<file path="src/rtl/cci_mpf_shim_canonicalize_buf.sv">
// Buffered canonicalization shim on the MPF request path toward the FIU.
// Each channel queues AFU headers in a FIFO. At issue it rewrites
// byte-mode addresses to line addresses, then issues the header to the
// FIU under FIU almost-full control.
// Optional feature macro: CCI_MPF_CANON_SPLIT_EN. When defined,
// multi-line requests are split into single-line beats.
module cci_mpf_shim_canonicalize_buf #(
    parameter int unsigned NUM_CHAN      = 2,
    parameter int unsigned ADDR_W        = 42,
    parameter int unsigned MDATA_W       = 16,
    parameter int unsigned DEPTH         = 16,
    parameter int unsigned ALMFULL_SLACK = 4,
    localparam int unsigned HDR_W        = MDATA_W + 3 + ADDR_W
) (
    input  logic                      clk,
    input  logic                      reset,
    input  logic [NUM_CHAN-1:0]       afu_valid,
    input  logic [NUM_CHAN*HDR_W-1:0] afu_hdr,
    output logic [NUM_CHAN-1:0]       afu_almfull,
    output logic [NUM_CHAN-1:0]       fiu_valid,
    output logic [NUM_CHAN*HDR_W-1:0] fiu_hdr,
    input  logic [NUM_CHAN-1:0]       fiu_almfull,
    output logic [NUM_CHAN-1:0]       overflow
);

    localparam int unsigned PTR_W  = $clog2(DEPTH);
    localparam int unsigned CNT_W  = PTR_W + 1;
    localparam int unsigned AF_LVL = DEPTH - ALMFULL_SLACK;

    for (genvar i = 0; i < NUM_CHAN; i++) begin : g_chan
        logic [HDR_W-1:0]   mem_q [DEPTH];
        logic [PTR_W-1:0]   wr_ptr_q, rd_ptr_q;
        logic [CNT_W-1:0]   count_q, count_d;
        logic               valid_q, ovf_q;
        logic [HDR_W-1:0]   hdr_q;
        logic [HDR_W-1:0]   head, out_hdr;
        logic [ADDR_W-1:0]  canon_addr;
        logic [MDATA_W-1:0] head_mdata;
        logic [1:0]         head_cl_len;
        logic               issue, deq, enq;

        assign head        = mem_q[rd_ptr_q];
        assign head_mdata  = head[HDR_W-1 -: MDATA_W];
        assign head_cl_len = head[ADDR_W+1:ADDR_W];
        assign canon_addr  = head[ADDR_W+2] ? (head[ADDR_W-1:0] >> 6) : head[ADDR_W-1:0];
        assign issue       = (count_q != '0) && !fiu_almfull[i];
        assign enq         = afu_valid[i] && ((count_q != CNT_W'(DEPTH)) || deq);

`ifdef CCI_MPF_CANON_SPLIT_EN
        typedef enum logic {ST_IDLE, ST_SPLIT} state_t;
        state_t     state_q;
        logic [1:0] beat_q;
        logic       last_beat;

        assign last_beat = (state_q == ST_IDLE) ? (head_cl_len == 2'd0) : (beat_q == head_cl_len);
        assign deq       = issue && last_beat;
        assign out_hdr   = {head_mdata, 1'b0, 2'b00, canon_addr + ADDR_W'(beat_q)};

        // Split FSM: walks the beats of the head entry; FIU stalls hold the beat
        always_ff @(posedge clk) begin
            if (reset) begin
                state_q <= ST_IDLE;
                beat_q  <= 2'd0;
            end else if (issue) begin
                if (last_beat) begin
                    state_q <= ST_IDLE;
                    beat_q  <= 2'd0;
                end else begin
                    state_q <= ST_SPLIT;
                    beat_q  <= beat_q + 2'd1;
                end
            end
        end
`else
        assign deq     = issue;
        assign out_hdr = {head_mdata, 1'b0, head_cl_len, canon_addr};
`endif

        // Occupancy next state: a simultaneous enq and deq leaves the count unchanged
        always_comb begin
            count_d = count_q;
            if (enq && !deq) begin
                count_d = count_q + CNT_W'(1);
            end else if (deq && !enq) begin
                count_d = count_q - CNT_W'(1);
            end
        end

        // FIFO storage; no reset is needed because the count qualifies every read
        always_ff @(posedge clk) begin
            if (enq) begin
                mem_q[wr_ptr_q] <= afu_hdr[i*HDR_W +: HDR_W];
            end
        end

        // Pointers and count
        always_ff @(posedge clk) begin
            if (reset) begin
                wr_ptr_q <= '0;
                rd_ptr_q <= '0;
                count_q  <= '0;
            end else begin
                if (enq) wr_ptr_q <= wr_ptr_q + PTR_W'(1);
                if (deq) rd_ptr_q <= rd_ptr_q + PTR_W'(1);
                count_q <= count_d;
            end
        end

        // Registered FIU output and sticky overflow flag
        always_ff @(posedge clk) begin
            if (reset) begin
                valid_q <= 1'b0;
                hdr_q   <= '0;
                ovf_q   <= 1'b0;
            end else begin
                valid_q <= issue;
                if (issue) hdr_q <= out_hdr;
                if (afu_valid[i] && !enq) ovf_q <= 1'b1;
            end
        end

        assign afu_almfull[i]               = (count_q >= CNT_W'(AF_LVL));
        assign fiu_valid[i]                 = valid_q;
        assign fiu_hdr[i*HDR_W +: HDR_W]    = hdr_q;
        assign overflow[i]                  = ovf_q;
    end

endmodule

</file>
<file path="config.mk">
export PLATFORM = sky130hd
export DESIGN_NAME = cci_mpf_shim_canonicalize_buf
export DESIGN_NICKNAME = d
export VERILOG_FILES = /design/src/rtl/cci_mpf_shim_canonicalize_buf.sv
export SDC_FILE = /design/constraint.sdc
export NUM_CORES = 2
export LEC_CHECK = 0
export CORE_ASPECT_RATIO = 1.2
export CORE_MARGIN = 2
export CORE_UTILIZATION = 45
export CTS_CLUSTER_SIZE = 8
export DETAILED_ROUTE_END_ITERATION = 16
export PLACE_DENSITY_LB_ADDON = 0.08
export SLEW_MARGIN = 20
export SYNTH_ARGS = -nofsm -noshare
export SYNTH_HDL_FRONTEND = slang
export SYNTH_SLANG_ARGS = --single-unit
</file>
<file path="constraint.sdc">
create_clock -name clk -period 15.21 [get_ports clk]
set_input_delay 3.042 -clock clk [delete_from_list [all_inputs] [get_ports clk]]
set_output_delay 3.042 -clock clk [all_outputs]
set_load 0.005 [all_outputs]
</file>
==> reports/qor.yml <==
run_status:
  status: "finished, final reports clean"
power_and_ir_drop:
  power_density_mw_per_mm2: 171.3
  p_total_mw: 15.99
  p_leak_nw: 28.97
  irDropWorstVdd_mv: 0.1544
setup_path:
  reg2reg_slack_ns: 11.17
  startpoint: "fiu_almfull[0]"
  crit_type: "input port to flop"
  r2r-end: "g_chan[0].hdr_q[3]"
  end_kind: "flop"
  r2r_cells: 8
  start_kind: "input port"
  required_ns: 15.72
  crit_path_max_fanout: 47
  timing.critical_path.to: "g_chan[0].mem_q[5][25]"
  cp.arrival_ns: 6.46
sta:
  setup_viol: 0
  max_freq_mhz: 168.1
  holdWs_ns: 0.4527
  slew_headroom_pct: 25.87
  rsz0062_at_grt: "false"
  period_share_pct: 39.11
  fin_skew_ns: 0.05865
  worst_pin_slew_ns: 1.112
  slew_viol_final: 0
  final.setup.tns_ns: 0
  finalCriticalPeriod_ns: 5.949
  finalHoldViolations: 0
grt:
  track_usage_pct: 20.94
  antenna_found_initial: 29
  grt_first_pass_wirelength_um: 275000
  grt_pass1_vias: 39950
  grt_max_degree: 125
  globalRouteOverflowTotal: 0
route:
  wl_per_cell_um: 28.45
  drtIter0Drc: 2788
  vias_per_cell: 5.751
  vias: 37990
  drc: 0
  first_pass_iters: 5
  routed_wl_um: 187900
  ant_nets: 0
cts:
  cts.sinks: 2110
  ctsResizeCount: 0
  numCtsBuffers: 313
  root_buffer: "clkbuf_16"
  clk_pin_slew_worst_paths_ns: 0.05
  cts_hold_buffers: 0
  cts_setup_buffers: 0
  cts_tree: "done"
  clk_latency_ns: 0.91
  htreeDepth: 5
  clockBufferDepth: 4
synthesis:
  synth_area_sq_mm: 0.07949
  ys_seq_elements: 2110
  ys_types: 35
  synth-edff-count: 1952
  syn_inst: 3708
  ys_seq_area_share_pct: 77.72
  yosys_warnings: 0
  postSynthAreaPerCell_sq_um: 21.44
  ys_async_sr_fraction_pct: 0
  ys.flop_type: "edfxtp_1"
placed_design:
  detailed_place_hpwl_um: 104000
  gp_congestion: 0.7332
  io_buffers: 253
cells_and_area:
  area_growth_pct: 17.45
  layout-drive-gt1-share_pct: 22.98
  multi_input_area_sq_mm: 0.01690
  fin_util_pct: 53.01
  num-fill-cells: 13760
  seq_area_sq_mm: 0.06180
  nets: 4276
die:
  dieArea_sq_mm: 0.1800
  io_pins: 256
  fp-row-count: 169
  core_sq_mm: 0.1761
  die_w_um: 387.7
  die_h_um: 464.4
  start_util_pct: 45.13
flow_run:
  maxCapViolations: 0
hold_path:
  hold_class: "flop to flop"
logic make-up after synthesis:
family,after synthesis,synth area share [%]
buf+inv,233,1.398
simple gates,480,2.361
flops,2110,77.72
compound gates,304,2.726
fa+ha+maj,20,0.3337
mux,540,15.24
other cells,1,0.004718
xor+xnor,20,0.2204
metrics by stage:
stage / area (sq um) / instances / worst slack [ns]
6_report: 93360 / 6605 / 9.261
3_3_place_gp: 84760 / 6120 / 8.367
5_1_grt: 93350 / 6601 / 9.113
3_5_place_dp: 84790 / 6121 / 8.339
4_1_cts: 93350 / 6599 / 9.314
2_1_floorplan: 79490 / 3709 / 6.700
cell usage in the layout (no fill, tap or decap), drive strengths merged, types with 4 or more instances in the layout:
cell,netlist,final
edfxtp,1952,1952
ha,18,18
xnor2,10,10
inv,12,18
nand4,4,4
nor3,8,8
clkdlybuf4s50,0,252
nor2,130,130
nand3,12,12
nand2,310,310
mux2i,4,4
nor2b,4,4
diode,0,6
mux4,536,536
nand2b,4,4
a311oi,60,60
buf,114,73
clkbuf,107,470
dfxtp,158,158
a22oi,148,148
and2,4,4
a21oi,74,74
xor2,10,10
a21o,4,4
a211oi,12,12
worst max-delay path, cell delays in order:
cell and delay, ns:
clkdlybuf4s50_1 0.69, a31oi_1 0.88, nand2_1 0.43, nor2_4 0.55, buf_4 0.79
cell usage after synthesis (all sizes together) (8+ instances only):
library cell | count | area share, %
xnor2 | 10 | 0.11
nand3 | 12 | 0.076
a311oi | 60 | 0.66
dfxtp | 158 | 4.0
ha | 18 | 0.28
clkbuf | 107 | 0.51
edfxtp | 1952 | 74
nor2 | 130 | 0.61
buf | 114 | 0.83
a21oi | 74 | 0.47
mux4 | 536 | 15
nand2 | 310 | 1.5
a211oi | 12 | 0.11
inv | 12 | 0.057
xor2 | 10 | 0.11
nor3 | 8 | 0.050
a22oi | 148 | 1.4
layout make-up:
cell class / count / share of cell area (%)
diodes: 6 / 0.01608
clock buffers: 470 / 9.089
well taps: 2308 / 3.093
multi-input cells: 1366 / 18.10
clock inverters: 8 / 0.07773
flip-flops and latches: 2110 / 66.20
inverters: 12 / 0.04825
repair buffers: 325 / 3.381
report_power, final:
part / leakage, nW / switching (mW) / internal [mW]
registers: 18.9 / 0.180 / 6.61
logic: 5.92 / 1.61 / 1.49
clock network: 4.11 / 2.32 / 3.78
total: 29.0 / 4.11 / 11.9
worst min path at each step:
stage,from,end,cells past startpoint
3_5_place_dp,g_chan[0].hdr_q[60],g_chan[0].hdr_q[60],2
2_1_floorplan,g_chan[0].ovf_q,g_chan[0].ovf_q,2
4_1_cts,g_chan[0].hdr_q[41],g_chan[0].hdr_q[41],2
6_report,g_chan[0].hdr_q[41],g_chan[0].hdr_q[41],2
3_3_place_gp,g_chan[0].hdr_q[36],g_chan[0].hdr_q[36],2
5_1_grt,g_chan[0].hdr_q[60],g_chan[0].hdr_q[60],2
registers in the layout, summed over array words and instances (netlist names), named ones only:
signal and count:
g_chan.count_q 10, g_chan.mem_q 1952, g_chan.ovf_q 2, g_chan.rd_ptr_q 8, g_chan.valid_q 2, g_chan.wr_ptr_q 8, g_chan.hdr_q 120
layer usage:
layer	GRT usage [%]	part of all wire (%)	routed length, um	up-vias
met4	5.374	1.9	3598	30
li1	-	-	-	16240
met2	33.88	49	92240	1111
met1	28.71	42	79500	20300
met3	5.037	6.6	12410	305
met5	0	0.10	189	-
Power figures use the tool's default switching activity.
